==> config.mk <==
export PLATFORM = sky130hd
export DESIGN_NAME = cycle_schedule_ctrl
export DESIGN_NICKNAME = d
export VERILOG_FILES = /design/src/rtl/cycle_schedule_ctrl.sv
export SDC_FILE = /design/constraint.sdc
export NUM_CORES = 1
export LEC_CHECK = 0
export ABC_AREA = 1
export BUFFER_PORTS_ARGS = -buffer_cell sky130_fd_sc_hd__buf_2
export CAP_MARGIN = 20
export CELL_PAD_IN_SITES_DETAIL_PLACEMENT = 0
export CELL_PAD_IN_SITES_GLOBAL_PLACEMENT = 1
export CORE_ASPECT_RATIO = 0.7
export CORE_MARGIN = 5
export CORE_UTILIZATION = 35
export CTS_CLUSTER_SIZE = 24
export DETAILED_ROUTE_END_ITERATION = 16
export GPL_TIMING_DRIVEN = 1
export PLACE_DENSITY_LB_ADDON = 0.08
export SYNTH_ARGS = -nofsm -noshare
export SYNTH_HDL_FRONTEND = slang
export SYNTH_SLANG_ARGS = --single-unit
==> constraint.sdc <==
create_clock -name i_clk -period 11.5 [get_ports i_clk]
set_clock_uncertainty 0.1 [all_clocks]
set_input_delay 0.575 -clock i_clk [delete_from_list [all_inputs] [get_ports i_clk]]
set_output_delay 0.575 -clock i_clk [all_outputs]
set_load 0.05 [all_outputs]
==> src/rtl/cycle_schedule_ctrl.sv <==
// cycle_schedule_ctrl
//   Turns global synchronized time into a cycle schedule. The scheduler
//   waits for the operation base time, then emits one pulse per cycle
//   boundary, a wrapping cycle index and the offset into the current cycle.
//   Large forward time jumps are absorbed by stepping whole cycles (catch-up).
//   A backward jump, or catch-up that runs too long, raises a sticky time
//   error.
// Ports
//   i_clk, i_rst         clock, synchronous active-high reset
//   iv_syn_clk           global time (ns)
//   i_enable             scheduler enable; low forces IDLE
//   iv_cycle_length      configured cycle length (ns)
//   iv_oper_base         configured operation base time (ns)
//   i_cfg_update         one-clock pulse that samples the configuration
//   o_cycle_start        one-clock pulse at each cycle boundary
//   ov_cycle_id          cycle index
//   ov_cycle_offset      time minus current cycle base (RUN only)
//   ov_state             0 IDLE, 1 WAIT, 2 RUN, 3 CATCHUP
//   o_cfg_err            active length is zero
//   o_time_err           sticky time error
module cycle_schedule_ctrl #(
  parameter int MAX_CATCHUP = 1024,
  parameter int ID_WIDTH    = 16
) (
  input  logic                i_clk,
  input  logic                i_rst,
  input  logic [63:0]         iv_syn_clk,
  input  logic                i_enable,
  input  logic [31:0]         iv_cycle_length,
  input  logic [63:0]         iv_oper_base,
  input  logic                i_cfg_update,
  output logic                o_cycle_start,
  output logic [ID_WIDTH-1:0] ov_cycle_id,
  output logic [31:0]         ov_cycle_offset,
  output logic [1:0]          ov_state,
  output logic                o_cfg_err,
  output logic                o_time_err
);

  typedef enum logic [1:0] {S_IDLE = 2'd0, S_WAIT = 2'd1, S_RUN = 2'd2, S_CATCH = 2'd3} state_t;

  localparam int CW = $clog2(MAX_CATCHUP + 1);
  localparam logic [CW-1:0] CNT_LAST = CW'(MAX_CATCHUP - 1);

  state_t              state_q;
  logic [31:0]         len_q, pend_len_q;
  logic [63:0]         base_q, pend_base_q, cbase_q;
  logic                pend_q;
  logic [ID_WIDTH-1:0] id_q;
  logic [CW-1:0]       cnt_q;
  logic                start_q, cfg_err_q, time_err_q;
  logic [31:0]         off_q;

  // Distance into the current cycle, and distance past the operation base.
  logic [63:0] diff, wdiff;
  logic        diff_hi, ge_len, ge_2len, back, w_lt;

  always_comb begin
    diff    = iv_syn_clk - cbase_q;
    wdiff   = iv_syn_clk - base_q;
    // Anything above bit 32 already exceeds 2*length for any 32-bit length.
    diff_hi = |diff[63:33];
    ge_len  = diff_hi || (diff[32:0] >= {1'b0, len_q});
    ge_2len = diff_hi || (diff[32:0] >= {len_q, 1'b0});
    back    = iv_syn_clk < cbase_q;
    w_lt    = !(|wdiff[63:32]) && (wdiff[31:0] < len_q);
  end

  always_ff @(posedge i_clk) begin
    if (i_rst) begin
      state_q     <= S_IDLE;
      len_q       <= 32'd100000;
      base_q      <= 64'd60000000000;
      pend_len_q  <= '0;
      pend_base_q <= '0;
      pend_q      <= 1'b0;
      cbase_q     <= '0;
      id_q        <= '0;
      cnt_q       <= '0;
      start_q     <= 1'b0;
      off_q       <= '0;
      cfg_err_q   <= 1'b0;
      time_err_q  <= 1'b0;
    end else begin
      start_q <= 1'b0;
      // Clear first so an error raised on the same edge takes precedence.
      if (i_cfg_update) time_err_q <= 1'b0;

      if (!i_enable) begin
        state_q <= S_IDLE;
        id_q    <= '0;
        off_q   <= '0;
        cnt_q   <= '0;
      end else begin
        unique case (state_q)
          S_IDLE: begin
            off_q <= '0;
            if (len_q != 32'd0 && !time_err_q) state_q <= S_WAIT;
          end
          S_WAIT: begin
            off_q <= '0;
            if (iv_syn_clk >= base_q) begin
              cbase_q <= base_q;
              id_q    <= '0;
              cnt_q   <= '0;
              if (w_lt) begin
                state_q <= S_RUN;
                start_q <= 1'b1;
                off_q   <= wdiff[31:0];
              end else begin
                state_q <= S_CATCH;
              end
            end
          end
          S_RUN: begin
            if (back) begin
              time_err_q <= 1'b1;
              state_q    <= S_WAIT;
              id_q       <= '0;
              off_q      <= '0;
            end else if (ge_2len) begin
              state_q <= S_CATCH;
              cnt_q   <= '0;
              off_q   <= '0;
            end else if (ge_len) begin
              cbase_q <= cbase_q + {32'd0, len_q};
              id_q    <= id_q + ID_WIDTH'(1);
              start_q <= 1'b1;
              off_q   <= diff[31:0] - len_q;
              if (pend_q) begin
                len_q     <= pend_len_q;
                base_q    <= pend_base_q;
                pend_q    <= 1'b0;
                cfg_err_q <= (pend_len_q == 32'd0);
              end
            end else begin
              off_q <= diff[31:0];
            end
          end
          S_CATCH: begin
            // Every catch-up clock advances one whole cycle, exit included.
            cbase_q <= cbase_q + {32'd0, len_q};
            id_q    <= id_q + ID_WIDTH'(1);
            off_q   <= '0;
            if (!ge_2len) begin
              state_q <= S_RUN;
              start_q <= 1'b1;
              off_q   <= diff[31:0] - len_q;
              cnt_q   <= '0;
              if (pend_q) begin
                len_q     <= pend_len_q;
                base_q    <= pend_base_q;
                pend_q    <= 1'b0;
                cfg_err_q <= (pend_len_q == 32'd0);
              end
            end else if (cnt_q == CNT_LAST) begin
              time_err_q <= 1'b1;
              state_q    <= S_IDLE;
              id_q       <= '0;
              cnt_q      <= '0;
            end else begin
              cnt_q <= cnt_q + CW'(1);
            end
          end
          default: state_q <= S_IDLE;
        endcase
      end

      // Configuration sampling; placed after the FSM so a new pending value
      // written on a boundary edge survives the apply on that same edge.
      if (i_cfg_update) begin
        if (state_q == S_IDLE || state_q == S_WAIT) begin
          len_q     <= iv_cycle_length;
          base_q    <= iv_oper_base;
          cfg_err_q <= (iv_cycle_length == 32'd0);
        end else begin
          pend_len_q  <= iv_cycle_length;
          pend_base_q <= iv_oper_base;
          pend_q      <= 1'b1;
        end
      end
    end
  end

  assign o_cycle_start   = start_q;
  assign ov_cycle_id     = id_q;
  assign ov_cycle_offset = off_q;
  assign ov_state        = state_q;
  assign o_cfg_err       = cfg_err_q;
  assign o_time_err      = time_err_q;

endmodule

# [Word-level counts from Yosys, hierarchy flattened]
# Cells that the tools add are included.
[totals] register_bits=321 out_inout_bits=53 in_bits=164 wordCells=141
[classes] bitwise_logic=2 addsub=6 order_cmp=5 n_eq_ne=14 n_mux=81 n_reduce_logical=20
[ops] cell="two-way mux 64 bit" n=12
[ops] cell="two-way mux 32 bit" n=14
[ops] cell="one-hot mux 64 bit (3 select lines)" n=1
[ops] cell="one-hot mux 32 bit (4 select lines)" n=1
[ops] cell="one-hot mux 64 bit (2 select lines)" n=1
[ops] cell="subtractor 64 bit" n=2
[ops] cell="two-way mux 16 bit" n=6
[ops] cell="adder 64 x 32 -> 64 bit" n=1
[ops] cell="greater-or-equal comparator 64 bit" n=1
[ops] cell="logical NOT 32 bit" n=2
[ops] cell="less-than comparator 64 bit" n=1
[ops] cell="one-hot mux 32 bit (2 select lines)" n=1
[ops] cell="two-way mux 11 bit" n=5
[ops] cell="one-hot mux 16 bit (3 select lines)" n=1
[ops] cell="greater-or-equal comparator 33 x 32 -> 1 bit" n=1
[ops] cell="greater-or-equal comparator 33 bit" n=1
[ops] cell="one-hot mux 11 bit (3 select lines)" n=1
[ops] cell="less-than comparator 32 bit" n=1
[ops] cell="nonzero test 32 bit" n=1
[ops] cell="OR reduction 32 bit" n=1
[ops] cell="subtractor 32 bit" n=1
[ops] cell="OR reduction 31 bit" n=1
[ops] cell="two-way mux 1 bit" n=27
[ops] cell="adder 16 x 1 -> 16 bit (second input constant)" n=1
[ops] cell="other kinds (20)" n=43

# [Logic depth before layout (Yosys ltp)]
[depth] word_depth=10 ltp_mapped=30 ltp_nobuf=29

# [Worst setup path before layout]
# Ideal clock, no wire load.
[synth_timing] path_type="input-to-reg" start="input port iv_syn_clk[0]" end="register cbase_q[56]" n_path_buf=2 setup_ns=0.070 required_time_ns=11.330 arrival_time_ns=4.188 cell_stages=27 path_slack_ns=7.142 cell_sequence="inv_1 -> ha_1 -> inv_1 -> fa_1 -> nand3_1 -> nand3_1 -> nand2_1 -> nand2_1 -> nand2_1 -> nand3_1 -> xor2_1 -> ha_1 -> a21oi_1 -> o21ai_0 -> a21oi_1 -> nor2_1 -> a211oi_1 -> a21boi_1 -> nor2_1 -> inv_1 -> nand4_4 -> nand2_1 -> nand2_1 -> buf_4 -> buf_2 -> a21oi_1 -> a21oi_1"
[synth_via] elab_chain_cells=5 elab_cells_between_ends=13 cone_classes="add/sub: 1; order compare: 4; eq/ne: 4; reduce/logical: 4"
[synth_rtl] item="from (decl)" line_no="27" source="input logic [63:0] iv_syn_clk,"
[synth_rtl] item="subtractor 64 bit" line_no="59" source="diff = iv_syn_clk - cbase_q;"
[synth_rtl] item="greater-or-equal comparator 33 bit, or another cell as far along" line_no="64" source="ge_2len = diff_hi || (diff[32:0] >= {len_q, 1'b0});"
[synth_rtl] item="logical OR 1 bit (on tied branches)" line_no="64, 63"
[synth_rtl] item="!= test 2 bit (no line)"
[synth_rtl] item="AND reduction 6 bit (no line) *"
[synth_rtl] item="to (signal assigned)" line_no="103" source="cbase_q <= base_q;"
[synth_rtl] item="to (signal assigned)" line_no="126" source="cbase_q <= cbase_q + {32'd0, len_q};"
[synth_rtl] item="to (signal assigned)" line_no="142" source="cbase_q <= cbase_q + {32'd0, len_q};"
[synth_rtl] item="to (decl)" line_no="47" source="logic [63:0] base_q, pend_base_q, cbase_q;"
# Mark *: on every way between the ends. The rest lies on a longest branch, timed or not.
# A chain may end at the register's enable or synchronous reset.

# [Worst setup path in the final report]
[layout_timing] start="register cbase_q[19]" end="register cbase_q[54]"
[layout_via] elab_chain_cells=5 elab_cells_between_ends=16 cone_classes="add/sub: 2; order compare: 3; eq/ne: 3; mux: 4; reduce/logical: 4"
[layout_rtl] item="subtractor 64 bit or adder 64 x 32 -> 64 bit (tied branches)" line_no="59, 126, 142"
[layout_rtl] item="greater-or-equal comparator 33 bit, or another cell as far along" line_no="64"
[layout_rtl] item="logical OR 1 bit, or another cell as far along" line_no="64"
[layout_rtl] item="!= test 2 bit (no line) or two-way mux 64 bit (tied branches)"
[layout_rtl] item="AND reduction 6 bit (no line) or one-hot mux 64 bit (3 select lines) (tied branches)"
# Parallel ways exist; a longest one is shown, timed or not. The select of a mux whose other input is x is not followed.

==> results.rst <==
.. list-table::
   :header-rows: 1

   * - Metric
     - Value
   * - Worst-margin pin slew
     - 1171 ps
   * - Finished Core Util
     - 0.3884
   * - Synthesized-area fraction occupied by and/or/nand/nor cells
     - 0.3374
   * - Origin of the critical flop-to-flop path
     - cbase_q[19]
   * - P per Cell Area
     - 112.7 mW/mm²
   * - Complex-gate fraction of the synthesized area
     - 0.2169
   * - Final sum of negative setup slack
     - 0 ps
   * - Area share of xor/xnor cells in the synthesized design
     - 0.03612
   * - Final global-route overflow total
     - 0
   * - Clock network power share
     - 0.327
   * - Proportion of netlist area held by the largest area contributor
     - 0.1949
   * - Logic gate share of total power
     - 0.379
   * - End of the worst hold path
     - base_q[30]
   * - Distinct cells, synth
     - 58
   * - Most frequent cells after synthesis
     - 1,503 x nand2_1, 764 x inv_1, 693 x nor2_1
   * - Capture point of the worst reg-to-reg path
     - cbase_q[54]
   * - Net Sw Power
     - 1.711 mW
   * - Average via count per standard cell
     - 5.445
   * - Initial antenna violation count
     - 20
   * - Post-route worst hold slack
     - 139.2 ps
   * - Sequential share of the synthesized area
     - 0.1949
   * - Starting DRT DRC Count
     - 4,366
   * - Design area
     - 0.03640 mm²
   * - Clock network latency to the later pin of the worst-skew pair
     - 590 ps
   * - Endpoints failing setup
     - 0
   * - Critical Path Start Type
     - flip-flop
   * - Fraction of the mapped netlist area in adder cells
     - 0.09993
   * - Worst Path Arrival
     - 7710 ps
   * - Time the final worst path needs with I/O delays and setup
     - 7344 ps
   * - Crit path buffers/inverters
     - 4
   * - Internal power
     - 2.391 mW
   * - Die Height
     - 266.8 µm
   * - Total Die Area
     - 0.1006 mm²
   * - Number of synthesized register bits
     - 321
   * - Routed length on met2
     - 64.58 mm
   * - Total number of vias
     - 38,840
   * - Core area
     - 0.09374 mm²
   * - Mux share of post-synthesis cell area
     - 0
   * - Worst Hold Depth
     - 3
   * - HPWL after detailed placement
     - 137.5 mm
   * - Leading post-synthesis cells by cell area
     - dfxtp_1 19%, nand2_1 17%, ha_1 9.8%
   * - Depth of the most critical reg-to-reg path
     - 24
   * - Status
     - finished, final reports clean
   * - Reg2Reg Setup Slack
     - 4160 ps
   * - Final hold violation count
     - 0
   * - Unrepaired setup endpoints after global routing
     - false
   * - Post-detailed-placement cell area
     - 0.03504 mm²
   * - HP Start
     - iv_oper_base[30]
   * - Dominant combinational cell family by area after synthesis
     - simple AND/OR/NAND/NOR gates
   * - DRC violations left
     - 0
   * - Library cell with the highest instance count after synthesis
     - nand2_1
   * - Count of pins over their slew limit
     - 0
   * - Post-Syn Instances
     - 5,756
   * - I/O pin cnt
     - 217
   * - Number of instances resized during post-cts repair
     - 0
   * - Mean post-synth cell area
     - 5.730 µm²
   * - Main flop type after synthesis
     - dfxtp_1
   * - Cell family with most CP delay
     - simple AND/OR/NAND/NOR gates
   * - Met1 Routed Length
     - 83.85 mm
   * - Series of cell instances along the critical path
     - inv_1 > ha_1 > nand2_1 > nor2_1 > nand2_1 > clkinv_1 > nand4_1 > nand3_1 > xor2_1 > ha_1 > a21oi_1 > o21ai_0 > a21oi_1 > nor2_1 > a211oi_1 > a21boi_1 > nor2_1 > inv_1 > nand4_4 > nand2_1 > nand2_4 > buf_4 > o21ai_0 > nor3b_1
   * - Class of the most critical hold timing path
     - primary input to flip-flop
   * - Cell type contributing the most total cell area after synthesis
     - dfxtp_1
   * - Total Wirelength
     - 170.7 mm
   * - Count of buffers from port buffering
     - 216
   * - Maximum clock insertion buffer count
     - 3
   * - Netlist area before placement
     - 0.03298 mm²
   * - Data required time of the worst path
     - 11,860 ps
   * - Post-CTS Setup Repair Bufs
     - 0
   * - Largest net degree at the start of global routing
     - 126
   * - Final weighted congestion of routability-driven global placement
     - 0.9869
   * - Switching power share of the total
     - 0.4171
   * - Achievable Freq
     - 136.2 MHz
   * - Die span in x
     - 376.9 µm
   * - Global-route usage over all layers
     - 0.3260
   * - Hold bufs inserted after CTS
     - 0
   * - Number of enable-type register cells in the synthesized netlist
     - 0
   * - Fin crit share
     - 0.6386
   * - Row Count
     - 94
   * - First-pass GRT wire length
     - 241.5 mm
   * - Async set-or-reset flop fraction in the synthesized netlist
     - 0
   * - Number of nets in the synthesized netlist
     - 6,181
   * - Wire length per cell
     - 23.94 µm
   * - Max_cap viols
     - 0
   * - DR pass1 iterations
     - 6
   * - Number of sinks on the clock net
     - 321
   * - Area Growth Syn to Fin
     - 10.39%
   * - Synth Warn #
     - 0
   * - Clock-pin slew of the registers on the worst-case setup and hold paths
     - 60 ps
   * - Number of H-tree branching levels
     - 2
   * - Endpoint kind of the worst setup timing path
     - flip-flop
   * - Via count of the first global-routing pass
     - 34,830
   * - Cell at the root of the clock tree
     - clkbuf_16
   * - CTS tree
     - yes
   * - Highest routed layer
     - met5
   * - Slew margin rel.
     - 0.2196
   * - Worst-path cell with the longest stage delay
     - buf_4
   * - VDD IR max
     - 0.09029 mV
   * - Worst setup path class
     - flip-flop to flip-flop
   * - Number of nets in the layout
     - 6,272
   * - Effective utilization at floorplan
     - 0.3518
   * - Fraction of power consumed by sequential logic
     - 0.294
   * - Layout cell share with drive strength beyond 1
     - 0.06313
   * - Crit Path Max Fanout
     - 75
   * - Static Leak
     - 16.77 nW
   * - Met3 wire length
     - 18.85 mm
   * - Post-route antenna net violation count
     - 0
   * - Num CTS Buffers
     - 40
   * - Slowest stage delay, CP
     - 710 ps
[routing by layer]
| metal | up-vias | track usage |
|---|---|---|
| met5 | - | 0 |
| met4 | 16 | 0.06415 |
| met3 | 153 | 0.09812 |
| met2 | 1640 | 0.4440 |
| met1 | 18010 | 0.4986 |
| li1 | 19010 | - |
[cell type report]
type                       count  area, µm²
antenna                        7      17.52
clock buffer                  60       1219
multi-input combinational   4457      22810
sequential                   321       6431
inverter                     783       2944
tap                         1248       1562
clock inverter                12      123.9
timing repair buffer         244       1294
fill                       10690      57330
[per-stage QoR]
step,power (mW),worst slack (ps),std cells
floorplan,2.178,7142,5756
global placement,2.742,4156,7053
detailed placement,2.725,4209,7053
CTS,4.080,4386,7125
global route,4.314,3862,7126
finish,4.102,4156,7132
[power groups by stage]
stage | sequential (mW) | clock, mW | combinational (mW)
final | 1.21 | 1.34 | 1.55
after global routing | 1.21 | 1.41 | 1.69
after CTS | 1.20 | 1.37 | 1.50
after detailed placement | 1.23 | 0 | 1.50
after global placement | 1.23 | 0 | 1.51
after floorplan | 1.22 | 0 | 0.962
[worst register-to-register path, stage by stage, from the launching register on]
cell	delay (ps)
dfxtp_1	380
inv_1	190
ha_1	430
nand2_1	180
nor2_1	360
nand2_1	200
clkinv_1	100
nand4_1	160
nand3_1	320
xor2_1	480
ha_1	380
a21oi_1	210
o21ai_0	130
a21oi_1	180
nor2_1	80
a211oi_1	400
a21boi_1	150
nor2_1	510
inv_1	190
nand4_4	510
nand2_1	230
nand2_4	260
buf_4	720
o21ai_0	210
nor3b_1	170
[flip-flops by register name, summed over array words and instances, names as in the netlist]
register,flops
base_q,64
cbase_q,64
cnt_q,11
len_q,32
o_cfg_err,1
o_cycle_start,1
o_time_err,1
ov_cycle_id,16
ov_cycle_offset,32
ov_state,2
pend_base_q,64
pend_len_q,32
pend_q,1
[placed cells by master, fill, tap and decap left out, types with 20 or more instances in the layout]
master | netlist | layout
a21oi_1 | 555 | 555
nand3_1 | 302 | 302
nor2_1 | 693 | 690
xnor2_1 | 35 | 35
dfxtp_1 | 321 | 319
o211ai_1 | 32 | 32
a31oi_1 | 20 | 20
inv_1 | 764 | 762
nand2_1 | 1503 | 1499
buf_4 | 4 | 29
ha_1 | 257 | 257
nand4_1 | 59 | 59
a221oi_1 | 21 | 21
xor2_1 | 101 | 101
o21ai_1 | 37 | 37
o21ai_0 | 593 | 593
nor3_1 | 63 | 63
nor4_1 | 43 | 43
buf_2 | 34 | 215
clkbuf_16 | 0 | 42
[cell families after synthesis]
| group | Yosys count |
|---|---|
| adders and majority gates | 261 |
| AOI/OAI and AO/OA | 1343 |
| xor gates and xnor gates | 136 |
| DFF | 321 |
| buffers and inverters | 978 |
| and+or+nand+nor | 2717 |
[how the worst max path moves through the flow]
stage,slack (ps),to,from,cells after the start
floorplan,7140,cbase_q[56],iv_syn_clk[0],27
global placement,4160,cbase_q[54],iv_syn_clk[2],26
detailed placement,4210,cbase_q[54],iv_syn_clk[19],24
CTS,4390,cbase_q[54],cbase_q[19],24
global route,3860,cbase_q[35],cbase_q[19],24
finish,4160,cbase_q[54],cbase_q[19],24
Power figures use the tool's default switching activity.
